<file path="src/rtl/decade_digit_capture_if.sv">
// Bundle between the ripple decade counter pins and the digit capture block.
// master drives the counter pins; slave (the capture block) returns the digits and flags.
interface decade_digit_capture_if;
  logic       q1;
  logic       q2;
  logic       q3;
  logic       q4;
  logic       z;
  logic [3:0] units;
  logic [3:0] tens;
  logic       dvld;
  logic       carry;
  logic       ovf;
  logic       err;
  logic       zmiss;
  logic [6:0] seg;

  modport master (
    output q1, q2, q3, q4, z,
    input  units, tens, dvld, carry, ovf, err, zmiss, seg
  );

  modport slave (
    input  q1, q2, q3, q4, z,
    output units, tens, dvld, carry, ovf, err, zmiss, seg
  );
endinterface

</file>
<file path="src/rtl/decade_digit_capture.sv">
// Synchronises a ripple decade counter, debounces its code into a BCD units digit and counts wraps as tens.
// Define SEG_DECODE_EN to build the registered 7-segment decoder; otherwise seg is tied to zero.
module decade_digit_capture #(
  parameter int SYNC_STAGES = 2,
  parameter int SETTLE_CYC  = 4
) (
  input  logic                  clk,
  input  logic                  rst_n,
  decade_digit_capture_if.slave bus
);

  localparam logic [3:0] SETTLE_LIM = 4'(SETTLE_CYC);

  typedef enum logic [0:0] {
    ST_STABLE = 1'b0,
    ST_SETTLE = 1'b1
  } state_e;

  logic [4:0] sync_q [SYNC_STAGES];
  logic [3:0] raw_s;
  logic       zs_s;
  state_e     state_q;
  logic [3:0] cand_q;
  logic [3:0] cnt_q;
  logic [3:0] units_q;
  logic [3:0] tens_q;
  logic [3:0] tens_d;
  logic       tens_wrap_s;
  logic       dvld_q;
  logic       carry_q;
  logic       ovf_q;
  logic       err_q;
  logic       zmiss_q;
  logic       z_seen_q;

`ifdef SEG_DECODE_EN
  logic [6:0] seg_q;

  function automatic logic [6:0] seg_decode(input logic [3:0] d);
    case (d)
      4'd0:    seg_decode = 7'h3F;
      4'd1:    seg_decode = 7'h06;
      4'd2:    seg_decode = 7'h5B;
      4'd3:    seg_decode = 7'h4F;
      4'd4:    seg_decode = 7'h66;
      4'd5:    seg_decode = 7'h6D;
      4'd6:    seg_decode = 7'h7D;
      4'd7:    seg_decode = 7'h07;
      4'd8:    seg_decode = 7'h7F;
      4'd9:    seg_decode = 7'h6F;
      default: seg_decode = 7'h00;
    endcase
  endfunction
`endif

  // Synchroniser chain; bit 4 carries z alongside the four code bits.
  always_ff @(posedge clk) begin
    if (!rst_n) begin
      for (int i = 0; i < SYNC_STAGES; i++) sync_q[i] <= 5'd0;
    end else begin
      sync_q[0] <= {bus.z, bus.q4, bus.q3, bus.q2, bus.q1};
      for (int i = 1; i < SYNC_STAGES; i++) sync_q[i] <= sync_q[i-1];
    end
  end

  assign raw_s = sync_q[SYNC_STAGES-1][3:0];
  assign zs_s  = sync_q[SYNC_STAGES-1][4];

  // Next tens value on a 9->0 units commit.
  always_comb begin
    tens_wrap_s = (tens_q == 4'd9);
    if (tens_wrap_s) begin
      tens_d = 4'd0;
    end else begin
      tens_d = tens_q + 4'd1;
    end
  end

  // Settle FSM with commit logic; every output is a flop.
  always_ff @(posedge clk) begin
    if (!rst_n) begin
      state_q  <= ST_STABLE;
      cand_q   <= 4'd0;
      cnt_q    <= 4'd0;
      units_q  <= 4'd0;
      tens_q   <= 4'd0;
      dvld_q   <= 1'b0;
      carry_q  <= 1'b0;
      ovf_q    <= 1'b0;
      err_q    <= 1'b0;
      zmiss_q  <= 1'b0;
      z_seen_q <= 1'b0;
`ifdef SEG_DECODE_EN
      seg_q    <= 7'h3F;
`endif
    end else begin
      dvld_q  <= 1'b0;
      carry_q <= 1'b0;
      if (zs_s && (units_q == 4'd9)) z_seen_q <= 1'b1;
      case (state_q)
        ST_STABLE: begin
          if (raw_s != units_q) begin
            cand_q  <= raw_s;
            cnt_q   <= 4'd1;
            state_q <= ST_SETTLE;
          end
        end
        ST_SETTLE: begin
          if (raw_s != cand_q) begin
            cand_q <= raw_s;
            cnt_q  <= 4'd1;
          end else if (cnt_q < SETTLE_LIM) begin
            cnt_q <= cnt_q + 4'd1;
          end else begin
            // Commit point; a code that returned to units is silently dropped.
            state_q  <= ST_STABLE;
            z_seen_q <= 1'b0;
            if (cand_q != units_q) begin
              if (cand_q > 4'd9) begin
                err_q <= 1'b1;
              end else begin
                units_q <= cand_q;
                dvld_q  <= 1'b1;
`ifdef SEG_DECODE_EN
                seg_q   <= seg_decode(cand_q);
`endif
                if ((cand_q == 4'd0) && (units_q == 4'd9)) begin
                  carry_q <= 1'b1;
                  tens_q  <= tens_d;
                  if (tens_wrap_s) ovf_q <= 1'b1;
                  if (!z_seen_q) zmiss_q <= 1'b1;
                end
              end
            end
          end
        end
        default: state_q <= ST_STABLE;
      endcase
    end
  end

  assign bus.units = units_q;
  assign bus.tens  = tens_q;
  assign bus.dvld  = dvld_q;
  assign bus.carry = carry_q;
  assign bus.ovf   = ovf_q;
  assign bus.err   = err_q;
  assign bus.zmiss = zmiss_q;
`ifdef SEG_DECODE_EN
  assign bus.seg   = seg_q;
`else
  assign bus.seg   = 7'h00;
`endif

endmodule

</file>
<file path="src/flat_wrapper.sv">
// flat-port wrapper written by rule: the top's interface ports become plain ports
module decade_digit_capture_flat 
#(
  parameter int SYNC_STAGES = 2,
  parameter int SETTLE_CYC  = 4
)
  (clk, rst_n, bus_q1, bus_q2, bus_q3, bus_q4, bus_z, bus_units, bus_tens, bus_dvld, bus_carry, bus_ovf, bus_err, bus_zmiss, bus_seg);
  decade_digit_capture_if bus_i ();
  input  logic clk;
  input  logic rst_n;
  input wire logic [$bits(bus_i.q1)-1:0] bus_q1;
  input wire logic [$bits(bus_i.q2)-1:0] bus_q2;
  input wire logic [$bits(bus_i.q3)-1:0] bus_q3;
  input wire logic [$bits(bus_i.q4)-1:0] bus_q4;
  input wire logic [$bits(bus_i.z)-1:0] bus_z;
  output wire logic [$bits(bus_i.units)-1:0] bus_units;
  output wire logic [$bits(bus_i.tens)-1:0] bus_tens;
  output wire logic [$bits(bus_i.dvld)-1:0] bus_dvld;
  output wire logic [$bits(bus_i.carry)-1:0] bus_carry;
  output wire logic [$bits(bus_i.ovf)-1:0] bus_ovf;
  output wire logic [$bits(bus_i.err)-1:0] bus_err;
  output wire logic [$bits(bus_i.zmiss)-1:0] bus_zmiss;
  output wire logic [$bits(bus_i.seg)-1:0] bus_seg;
  assign bus_i.q1 = bus_q1;
  assign bus_i.q2 = bus_q2;
  assign bus_i.q3 = bus_q3;
  assign bus_i.q4 = bus_q4;
  assign bus_i.z = bus_z;
  assign bus_units = bus_i.units;
  assign bus_tens = bus_i.tens;
  assign bus_dvld = bus_i.dvld;
  assign bus_carry = bus_i.carry;
  assign bus_ovf = bus_i.ovf;
  assign bus_err = bus_i.err;
  assign bus_zmiss = bus_i.zmiss;
  assign bus_seg = bus_i.seg;
  decade_digit_capture #(.SYNC_STAGES(SYNC_STAGES), .SETTLE_CYC(SETTLE_CYC)) u_core (.clk(clk), .rst_n(rst_n), .bus(bus_i));
endmodule
</file>
<file path="config.mk">
export PLATFORM = sky130hd
export DESIGN_NAME = decade_digit_capture_flat
export DESIGN_NICKNAME = d
export VERILOG_FILES = /design/src/rtl/decade_digit_capture_if.sv /design/src/rtl/decade_digit_capture.sv /design/src/flat_wrapper.sv
export SDC_FILE = /design/constraint.sdc
export NUM_CORES = 1
export LEC_CHECK = 0
export CAP_MARGIN = 10
export CORE_MARGIN = 8
export CORE_UTILIZATION = 49
export CTS_CLUSTER_DIAMETER = 150
export CTS_CLUSTER_SIZE = 8
export DETAILED_ROUTE_END_ITERATION = 8
export HOLD_SLACK_MARGIN = 0.08
export PLACE_DENSITY = 0.74
export SLEW_MARGIN = 20
export SYNTH_ARGS = -nofsm -noshare
export SYNTH_HDL_FRONTEND = slang
export SYNTH_SLANG_ARGS = --single-unit
</file>
<file path="constraint.sdc">
create_clock -name clk -period 1.8 [get_ports clk]
set_clock_uncertainty 0.05 [all_clocks]
set_input_delay 0.36 -clock clk [delete_from_list [all_inputs] [get_ports clk]]
set_output_delay 0.36 -clock clk [all_outputs]
set_load 0.05 [all_outputs]
</file>
# Yosys cells after proc, flatten, opt, wreduce, memory -nomap -nowiden
# Memory sizes are Yosys's and may differ from the RTL's.
# Cells that the tools add are included.
# op_classes
mux	22
n_bitwise	9
n_eq_ne	8
n_lt_le_gt_ge	2
n_addsub	2
n_reduce_logical	12
# ops
operator	n
$mux 4	6
$pmux 4 s2	2
$reduce_and 7->1	2
$ne 4x4->1	3
$mux 1	11
$mux 5	2
$reduce_and 5->1	2
$add 4x1->4 const B	2
$eq 4x4->1 const B	2
$not 1->1	7
$reduce_and 6->1	1
$reduce_or 6->1	1
$reduce_or 5->1	1
$gt 4x4->1 const B	1
$logic_not 4->1	1
$lt 4x3->1 const B	1
$reduce_and 2->1	2
$ne 3x3->1 const B	1
$logic_and 1x1->1	2
$ne 2x1->1 const B	1
$ne 2x2->1 const B	1
$or 1x1->1	2
$pmux 1 s2	1
# totals
memories	1
register_bits	23
input_bits	7
ram_bits	10
# mem_list
memory	words	word_bits	read_ports	rd_ports_with_merged_regs	wr	line_no	rtl
u_core.sync_q	2	5	2	0	2	decade_digit_capture.sv:19	logic [4:0] sync_q [SYNC_STAGES];

# Depth between registers and ports, before layout
# Gate-level depths: netlist (run 1).
# logic_depth
word_depth	6
depth_mapped	5
depth_no_buf	5

# Worst setup path after synthesis (run 1)
# No wires, ideal clock.
# synth_path
kind	register to register
start	reg u_core.units_q[3], in the netlist u_core.bus.units[3]
end	reg u_core.ovf_q, in the netlist u_core.bus.ovf
t_arrival_ps	1849
period_less_slack_ps	1958
slack_ps	-158
required_ps	1691
path_stages_with_launch	6
path_buffers	0
path_cell_list	dfxtp_1 -> and4bb_2 -> nand3_1 -> or3_4 -> nor4b_2 -> o21a_1
# synth_between
elab_chain_cells	3
# synth_lines
element	line_no	rtl
start, declared	decade_digit_capture.sv:25	logic [3:0] units_q;
start signal, assigned	decade_digit_capture.sv:122	units_q <= cand_q;
$eq 4x4->1	decade_digit_capture.sv:127	if ((cand_q == 4'd0) && (units_q == 4'd9)) begin
$logic_and 1x1->1	decade_digit_capture.sv:127	
$reduce_and 7->1 (no line) *	--	
end signal, assigned	decade_digit_capture.sv:89	ovf_q <= 1'b0;
end signal, assigned	decade_digit_capture.sv:130	if (tens_wrap_s) ovf_q <= 1'b1;
end, declared	decade_digit_capture.sv:31	logic ovf_q;
# Every way passes the cells marked *; elsewhere a longest branch is shown, timed or not.
# A chain may end at the register's enable or synchronous reset.

# Worst setup path in the final report (run 1)
# layout_path
start	reg u_core.cand_q[2]
end	reg u_core.ovf_q, in the netlist u_core.bus.ovf
# layout_between
elab_chain_cells	3
# layout_lines
element	line_no	rtl
start, declared	decade_digit_capture.sv:23	logic [3:0] cand_q;
start signal, assigned	decade_digit_capture.sv:103	cand_q <= raw_s;
start signal, assigned	decade_digit_capture.sv:110	cand_q <= raw_s;
$gt 4x4->1 (tied with other cells)	decade_digit_capture.sv:119	if (cand_q > 4'd9) begin
$not 1->1 (no line) / $logic_and 1x1->1 (equally long branches)	--	
$reduce_and 7->1 (no line) *	--	
# Marks and branches as above.

==> results of run 1 <==
-- metal layers --
| metal | wire length, µm | global-route usage, % | vias up |
|---|---|---|---|
| met5 | 0 | 0 | - |
| met4 | 54 | 7.06 | 0 |
| met3 | 168 | 4.86 | 5 |
| met2 | 1320 | 17.8 | 34 |
| met1 | 1070 | 11.5 | 477 |
| li1 | - | - | 519 |
-- power by group --
group,switching (mW),internal [mW],leakage [nW]
registers,0.0175,0.750,0.273
clock network,0.237,0.184,0.0314
logic,0.0855,0.0550,0.406
-- sequential cells by signal, summed over array words and instances (netlist names) --
signal and count:
u_core.sync_q 10, u_core.bus.tens 4, u_core.bus.units 4, u_core.cand_q 4, u_core.cnt_q 4, u_core.bus.carry 1, u_core.bus.dvld 1, u_core.bus.err 1
u_core.bus.ovf 1, u_core.bus.zmiss 1, u_core.state_q 1, u_core.z_seen_q 1
-- path summary, 6_finish.rpt --
check,startpoint,slack [ns],depth (start not counted),end
max,u_core.cand_q[2],0.13,5,u_core.bus.ovf
min,u_core.sync_q[0][4],0.39,1,u_core.sync_q[0][9]
max reg2reg,u_core.cand_q[2],0.13,5,u_core.bus.ovf
min reg2reg,u_core.sync_q[0][4],0.39,1,u_core.sync_q[0][9]
-- cell usage after synthesis, drive strengths merged (2+ instances only) --
library cell / number / share of area, %
nor4: 5 / 2.7
nand2: 20 / 5.6
inv: 4 / 1.1
and3: 2 / 0.90
xor2: 5 / 3.1
mux2i: 10 / 7.2
o21a: 2 / 1.1
xnor2: 9 / 5.7
and2: 11 / 4.9
a21oi: 2 / 0.72
nand3: 5 / 1.8
or2: 2 / 0.90
dfxtp: 33 / 47
clkbuf: 3 / 0.81
buf: 7 / 3.8
nor2: 7 / 1.9
nor3: 4 / 1.4
-- cell families (layout without fill, tap and decap cells) --
kind of cell	Yosys count	count (layout)
other	1	7
adder cells (fa/ha/maj)	1	1
AO/OA/AOI/OAI	10	10
flip-flops	33	33
buffers and inverters	14	32
XOR/XNOR	14	14
AND/OR/NAND/NOR	61	61
multiplexers	10	10
-- final cells by class --
type	count	area, µm²	area share (%)
clock buffer	7	55.1	3.35
inverter	4	15.0	0.913
multi-input combinational	103	693	42.1
sequential	33	671	40.8
tap	31	38.8	2.36
timing repair buffer	21	173	10.5
-- worst max-delay path, stage by stage (launching register included) --
cell and delay, ns:
sky130_fd_sc_hd__dfxtp_2 0.41, sky130_fd_sc_hd__xnor2_1 0.13, sky130_fd_sc_hd__nand3_1 0.19, sky130_fd_sc_hd__or3_4 0.46
sky130_fd_sc_hd__nor4b_2 0.25, sky130_fd_sc_hd__o21a_1 0.13
==> metrics.txt, run 1 <==
# TYPE chip_impl_metric gauge
chip_impl_info{name="cp-start-kind",value="register"} 1
chip_impl_metric{name="worstPathRequired",unit="ns"} 2.05
chip_impl_metric{name="largest_net_degree_at_the_start_of_global_routing",unit=""} 33
chip_impl_metric{name="avgSynthCellArea",unit="µm²"} 9.68
chip_impl_info{name="synth_flop_cell",value="sky130_fd_sc_hd__dfxtp_1"} 1
chip_impl_metric{name="vias_per_cell",unit=""} 5.20
chip_impl_metric{name="fin_worst_hold_slack",unit="ns"} 0.388
chip_impl_metric{name="power.static_leakage",unit="nW"} 0.710
chip_impl_metric{name="routed_wire_length",unit="µm"} 2610
chip_impl_metric{name="synthesis.instances",unit=""} 144
chip_impl_metric{name="die_width",unit="µm"} 69.3
chip_impl_info{name="top_library_cells_by_usage_in_the_layout_fill_and_taps_aside",value="sky130_fd_sc_hd__dfxtp_1, sky130_fd_sc_hd__nand2_1, sky130_fd_sc_hd__buf_4"} 1
chip_impl_metric{name="grt.overflow.total",unit=""} 0
chip_impl_metric{name="buffer_depth_of_the_longest_clock_path",unit=""} 2
chip_impl_metric{name="finalNonFillerCells",unit=""} 199
chip_impl_metric{name="area_of_the_core_region",unit="µm²"} 2730
chip_impl_metric{name="report.final.slew_viol_count",unit=""} 0
chip_impl_metric{name="syn_to_final_growth",unit="%"} 18.0
chip_impl_metric{name="drc_errors",unit=""} 0
chip_impl_metric{name="wl_per_cell",unit="µm"} 13.1
chip_impl_metric{name="share_of_cells_above_drive_strength_1",unit="%"} 23.8
chip_impl_info{name="result_of_the_run",value="finished clean"} 1
chip_impl_metric{name="synth_mux_area_share",unit="%"} 7.18
chip_impl_metric{name="power_per_cell_area",unit="nW/µm²"} 808
chip_impl_metric{name="tmin_final",unit="ns"} 1.67
chip_impl_metric{name="cts_repair_resize_count",unit=""} 0
chip_impl_metric{name="gr-usage-all-layers",unit="%"} 11.1
chip_impl_metric{name="antennaDiodeCount",unit=""} 0
chip_impl_metric{name="postLayoutCoreUtil",unit="%"} 60.2
chip_impl_metric{name="synth_compound_area_share",unit="%"} 5.66
chip_impl_info{name="commonest_non_fill_non_tap_cell_in_the_layout",value="sky130_fd_sc_hd__dfxtp_1"} 1
chip_impl_metric{name="max_slew_margin",unit="%"} 66.5
chip_impl_metric{name="die_height",unit="µm"} 69.3
chip_impl_metric{name="detailedPlace.worstSlack",unit="ns"} 0.0751
chip_impl_info{name="unrepaired_setup_endpoints_after_global_routing",value="false"} 1
chip_impl_metric{name="total_standard_cell_area_after_synthesis",unit="µm²"} 1390
chip_impl_metric{name="rows",unit=""} 19
chip_impl_metric{name="grt_pass1_vias",unit=""} 969
chip_impl_metric{name="synth_enable_flop_cells",unit=""} 0
chip_impl_metric{name="post_cts_hold_buffers",unit=""} 0
chip_impl_metric{name="nFillCells",unit=""} 237
chip_impl_metric{name="part_of_the_yosys_area_used_for_sequential_elements",unit="%"} 47.4
chip_impl_metric{name="path_max_fanout",unit=""} 6
chip_impl_metric{name="cts_made_buffers",unit=""} 5
chip_impl_metric{name="worst_ep_arrival_time",unit="ns"} 1.91
chip_impl_metric{name="path_clk_slew",unit="ns"} 0.10
chip_impl_metric{name="die_area",unit="µm²"} 4810
chip_impl_metric{name="synth_adder_area_share",unit="%"} 0.898
chip_impl_metric{name="power.ir.vdd_worst",unit="mV"} 0.681
chip_impl_metric{name="number_of_hold_slack_violations_in_the_final_timing_report",unit=""} 0
chip_impl_metric{name="fin_ws",unit="ns"} 0.131
chip_impl_metric{name="tns",unit="ns"} 0
chip_impl_metric{name="ioPinCount",unit=""} 27
chip_impl_metric{name="worstMarginPinSlew",unit="ns"} 0.497
chip_impl_metric{name="numPortBuffers",unit=""} 19
chip_impl_metric{name="number_of_placed_instances_taps_included",unit=""} 192
chip_impl_info{name="cts_root_buffer",value="sky130_fd_sc_hd__clkbuf_4"} 1
chip_impl_metric{name="timing.fmax",unit="MHz"} 599
chip_impl_metric{name="drt.antenna.violating_nets",unit=""} 0
chip_impl_metric{name="routed-via-count",unit=""} 1035
chip_impl_info{name="clock_tree_from_tritoncts",value="done"} 1
chip_impl_metric{name="report.final.setup_viol",unit=""} 0
chip_impl_metric{name="htree_num_levels",unit=""} 2
chip_impl_info{name="timing.critical_path.to_type",value="register"} 1
chip_impl_metric{name="yosys.area_share.xor_xnor",unit="%"} 8.80
chip_impl_metric{name="hpwl",unit="µm"} 1920
chip_impl_metric{name="cts.repair_timing.setup_buffer_count",unit=""} 0
chip_impl_metric{name="layout_worst_path_cycle_share",unit="%"} 92.7
chip_impl_metric{name="drt_iter0_markers",unit=""} 51
chip_impl_metric{name="synth-async-reset-ratio",unit="%"} 0
chip_impl_metric{name="first_pass_grt_wire_length",unit="µm"} 4390
chip_impl_metric{name="drv.max_cap_violation_count",unit=""} 0
chip_impl_info{name="crit_type",value="reg -> reg"} 1
chip_impl_metric{name="initial_utilization",unit="%"} 51.0
chip_impl_info{name="largest_family_of_logic_cells_by_synthesized_area",value="simple AND/OR/NAND/NOR gates"} 1
chip_impl_metric{name="totalPowerFinal",unit="mW"} 1.33
chip_impl_metric{name="number_of_antenna_violations_at_the_first_check_in_global_routing",unit=""} 0
chip_impl_metric{name="yosysUniqueCellTypes",unit=""} 32
chip_impl_info{name="hp-class",value="reg -> reg"} 1
chip_impl_metric{name="insertion_delay",unit="ns"} 0.33
chip_impl_metric{name="dpl_cell_area",unit="µm²"} 1570
chip_impl_metric{name="clkSinkCount",unit=""} 33
chip_impl_metric{name="postSynthRegisterBits",unit=""} 33
chip_impl_metric{name="weighted_congestion_reported_at_the_end_of_routability_driven_placement",unit=""} 0.848
chip_impl_metric{name="yosys_warnings",unit=""} 0
chip_impl_metric{name="layout.cell_area.non_filler",unit="µm²"} 1650
chip_impl_metric{name="synthSimpleGateAreaFrac",unit="%"} 24.1
chip_impl_metric{name="fin_nets",unit=""} 176
chip_impl_metric{name="drt_pre_antenna_iters",unit=""} 4
No activity file was read; power rests on OpenSTA's default activity.
==> run 2: changes to the inputs <==
--- a/config.mk
+++ b/config.mk
@@ -7,12 +7,14 @@
 export LEC_CHECK = 0
 export CAP_MARGIN = 10
 export CORE_MARGIN = 8
-export CORE_UTILIZATION = 49
+export CORE_UTILIZATION = 53
+export CTS_BUF_LIST = sky130_fd_sc_hd__clkbuf_4 sky130_fd_sc_hd__clkbuf_8
 export CTS_CLUSTER_DIAMETER = 150
 export CTS_CLUSTER_SIZE = 8
 export DETAILED_ROUTE_END_ITERATION = 8
+export GPL_TIMING_DRIVEN = 0
 export HOLD_SLACK_MARGIN = 0.08
-export PLACE_DENSITY = 0.74
+export PLACE_DENSITY = 0.79
 export SLEW_MARGIN = 20
 export SYNTH_ARGS = -nofsm -noshare
 export SYNTH_HDL_FRONTEND = slang
==> metrics.txt, run 2 (synthesized netlist as in run 1, its figures left out) <==
# TYPE chip_impl_metric gauge
chip_impl_metric{name="hpwl",unit="µm"} 2110
chip_impl_metric{name="report.final.slew_viol_count",unit=""} 0
chip_impl_metric{name="area_of_the_core_region",unit="µm²"} 2480
chip_impl_info{name="commonest_non_fill_non_tap_cell_in_the_layout",value="sky130_fd_sc_hd__dfxtp_1"} 1
chip_impl_metric{name="number_of_antenna_violations_at_the_first_check_in_global_routing",unit=""} 0
chip_impl_info{name="worst_r2r_endpoint",value="u_core.bus.ovf"} 1
chip_impl_metric{name="postLayoutCoreUtil",unit="%"} 69.7
chip_impl_metric{name="path_clk_slew",unit="ns"} 0.10
chip_impl_metric{name="route.met3.wl",unit="µm"} 293
chip_impl_metric{name="drc_errors",unit=""} 0
chip_impl_info{name="unrepaired_setup_endpoints_after_global_routing",value="false"} 1
chip_impl_metric{name="power_per_cell_area",unit="nW/µm²"} 810
chip_impl_metric{name="tmin_final",unit="ns"} 1.75
chip_impl_metric{name="weighted_congestion_reported_at_the_end_of_routability_driven_placement",unit=""} 0.792
chip_impl_metric{name="worstPathRequired",unit="ns"} 1.39
chip_impl_info{name="cp-endpoint",value="bus_tens[1]"} 1
chip_impl_metric{name="syn_to_final_growth",unit="%"} 23.9
chip_impl_metric{name="fin_nets",unit=""} 184
chip_impl_metric{name="reg2reg_slack",unit="ns"} 0.09
chip_impl_info{name="result_of_the_run",value="finished clean"} 1
chip_impl_metric{name="number_of_hold_slack_violations_in_the_final_timing_report",unit=""} 0
chip_impl_metric{name="largest_net_degree_at_the_start_of_global_routing",unit=""} 11
chip_impl_info{name="critPathTopFamily",value="buffers and inverters"} 1
chip_impl_metric{name="timing.critical_path.buf_inv",unit=""} 1
chip_impl_metric{name="ioPinCount",unit=""} 27
chip_impl_info{name="top_register",value="u_core.sync_q"} 1
chip_impl_metric{name="routed_wire_length",unit="µm"} 2910
chip_impl_metric{name="drt.antenna.violating_nets",unit=""} 0
chip_impl_info{name="critical_path.slowest_cell",value="sky130_fd_sc_hd__dlygate4sd2_1"} 1
chip_impl_info{name="timing.critical_path.to_type",value="output pin"} 1
chip_impl_info{name="clock_tree_from_tritoncts",value="done"} 1
chip_impl_metric{name="first_pass_grt_wire_length",unit="µm"} 4540
chip_impl_metric{name="drv.max_cap_violation_count",unit=""} 0
chip_impl_info{name="critPathLaunch",value="u_core.bus.tens[1]"} 1
chip_impl_metric{name="path_max_fanout",unit=""} 6
chip_impl_metric{name="die_height",unit="µm"} 67.3
chip_impl_metric{name="vias_per_cell",unit=""} 5.21
chip_impl_info{name="cts_root_buffer",value="sky130_fd_sc_hd__clkbuf_4"} 1
chip_impl_metric{name="largest_register_ffs",unit=""} 10
chip_impl_metric{name="worst_ep_arrival_time",unit="ns"} 1.34
chip_impl_info{name="cp-start-kind",value="register"} 1
chip_impl_metric{name="power.static_leakage",unit="nW"} 0.791
chip_impl_metric{name="die_width",unit="µm"} 67.3
chip_impl_metric{name="post_cts_hold_buffers",unit=""} 0
chip_impl_metric{name="cts_made_buffers",unit=""} 5
chip_impl_metric{name="reg2reg_depth",unit=""} 5
chip_impl_metric{name="timing.fmax",unit="MHz"} 573
chip_impl_info{name="path_cells",value="dlygate4sd2_1"} 1
chip_impl_metric{name="fin_worst_hold_slack",unit="ns"} 0.395
chip_impl_metric{name="rows",unit=""} 18
chip_impl_metric{name="gr-usage-all-layers",unit="%"} 13.1
chip_impl_metric{name="wl_per_cell",unit="µm"} 14.1
chip_impl_metric{name="insertion_delay",unit="ns"} 0.34
chip_impl_metric{name="buffer_depth_of_the_longest_clock_path",unit=""} 2
chip_impl_metric{name="drt_iter0_markers",unit=""} 68
chip_impl_metric{name="initial_utilization",unit="%"} 56.3
chip_impl_metric{name="numPortBuffers",unit=""} 19
chip_impl_metric{name="clkSinkCount",unit=""} 33
chip_impl_metric{name="share_of_cells_above_drive_strength_1",unit="%"} 20.3
chip_impl_metric{name="layout_worst_path_cycle_share",unit="%"} 96.9
chip_impl_metric{name="tns",unit="ns"} 0
chip_impl_metric{name="die_area",unit="µm²"} 4530
chip_impl_info{name="crit_type",value="reg -> out"} 1
chip_impl_metric{name="nFillCells",unit=""} 192
chip_impl_metric{name="drt_pre_antenna_iters",unit=""} 5
chip_impl_metric{name="wl_met1",unit="µm"} 1200
chip_impl_info{name="critical_path.reg2reg.startpoint",value="u_core.cand_q[3]"} 1
chip_impl_metric{name="critical_path_depth",unit=""} 1
chip_impl_metric{name="htree_num_levels",unit=""} 2
chip_impl_metric{name="power.ir.vdd_worst",unit="mV"} 0.598
chip_impl_info{name="hp-class",value="reg -> reg"} 1
chip_impl_metric{name="grt.overflow.total",unit=""} 0
chip_impl_metric{name="grt_pass1_vias",unit=""} 1046
chip_impl_info{name="routed.top_layer",value="met4"} 1
chip_impl_metric{name="antennaDiodeCount",unit=""} 0
chip_impl_metric{name="route.met2.wl",unit="µm"} 1380
chip_impl_metric{name="report.final.setup_viol",unit=""} 0
chip_impl_info{name="top_library_cells_by_usage_in_the_layout_fill_and_taps_aside",value="sky130_fd_sc_hd__dfxtp_1, sky130_fd_sc_hd__nand2_1, sky130_fd_sc_hd__dlygate4sd2_1"} 1
chip_impl_metric{name="routed-via-count",unit=""} 1079
chip_impl_metric{name="cpPeakStageDelay",unit="ns"} 0.56
[run 2: power by group]
part           leakage [nW]  switching [mW]  total (mW)  internal [mW]
Combinational         0.477          0.0921       0.156         0.0641
Clock                0.0413           0.248       0.474          0.226
Sequential            0.273          0.0178       0.768          0.750
Total                 0.791           0.358        1.40           1.04
[run 2: cell type report]
cell class,count,area (µm²),share of cell area (%)
Buffer,10,63.8,3.70
Clock buffer,7,65.1,3.77
Multi-Input combinational cell,103,699,40.5
Inverter,4,15.0,0.870
Sequential cell,33,671,38.8
Timing Repair Buffer,19,170,9.86
Tap cell,30,37.5,2.17
Clock inverter,1,5.00,0.290
[run 2: how the worst min path moves through the flow]
stage	cells past startpoint	slack [ns]	startpoint	end
finish	1	0.40	u_core.sync_q[0][2]	u_core.sync_q[0][7]
global route	1	0.41	u_core.sync_q[0][2]	u_core.sync_q[0][7]
CTS	1	0.40	u_core.sync_q[0][2]	u_core.sync_q[0][7]
detailed placement	1	0.38	u_core.sync_q[0][2]	u_core.sync_q[0][7]
global placement	1	0.37	u_core.sync_q[0][0]	u_core.sync_q[0][5]
floorplan	1	0.36	u_core.sync_q[0][0]	u_core.sync_q[0][5]
[run 2: metal layers]
metal / track usage (%) / up-vias
met5: 0 / -
li1: - / 543
met2: 23.1 / 38
met4: 7.05 / 0
met3: 4.97 / 6
met1: 13.3 / 492
[run 2: through the flow]
stage	worst slack (ns)	power, mW	cells	area (µm²)
final	0.0549	1.40	207	1730
after global routing	0.0171	1.46	207	1730
after CTS	0.0169	1.40	207	1700
after detailed placement	0.0544	0.930	199	1650
after global placement	0.0869	0.924	199	1650
after floorplan	0.0611	0.895	150	1420
[run 2: repair_timing]
item                       in CTS  in global routing
hold endpoints to repair        0                  0
resized for setup              14                  9
setup buffers                   0                  0
setup endpoints to repair      14                 12
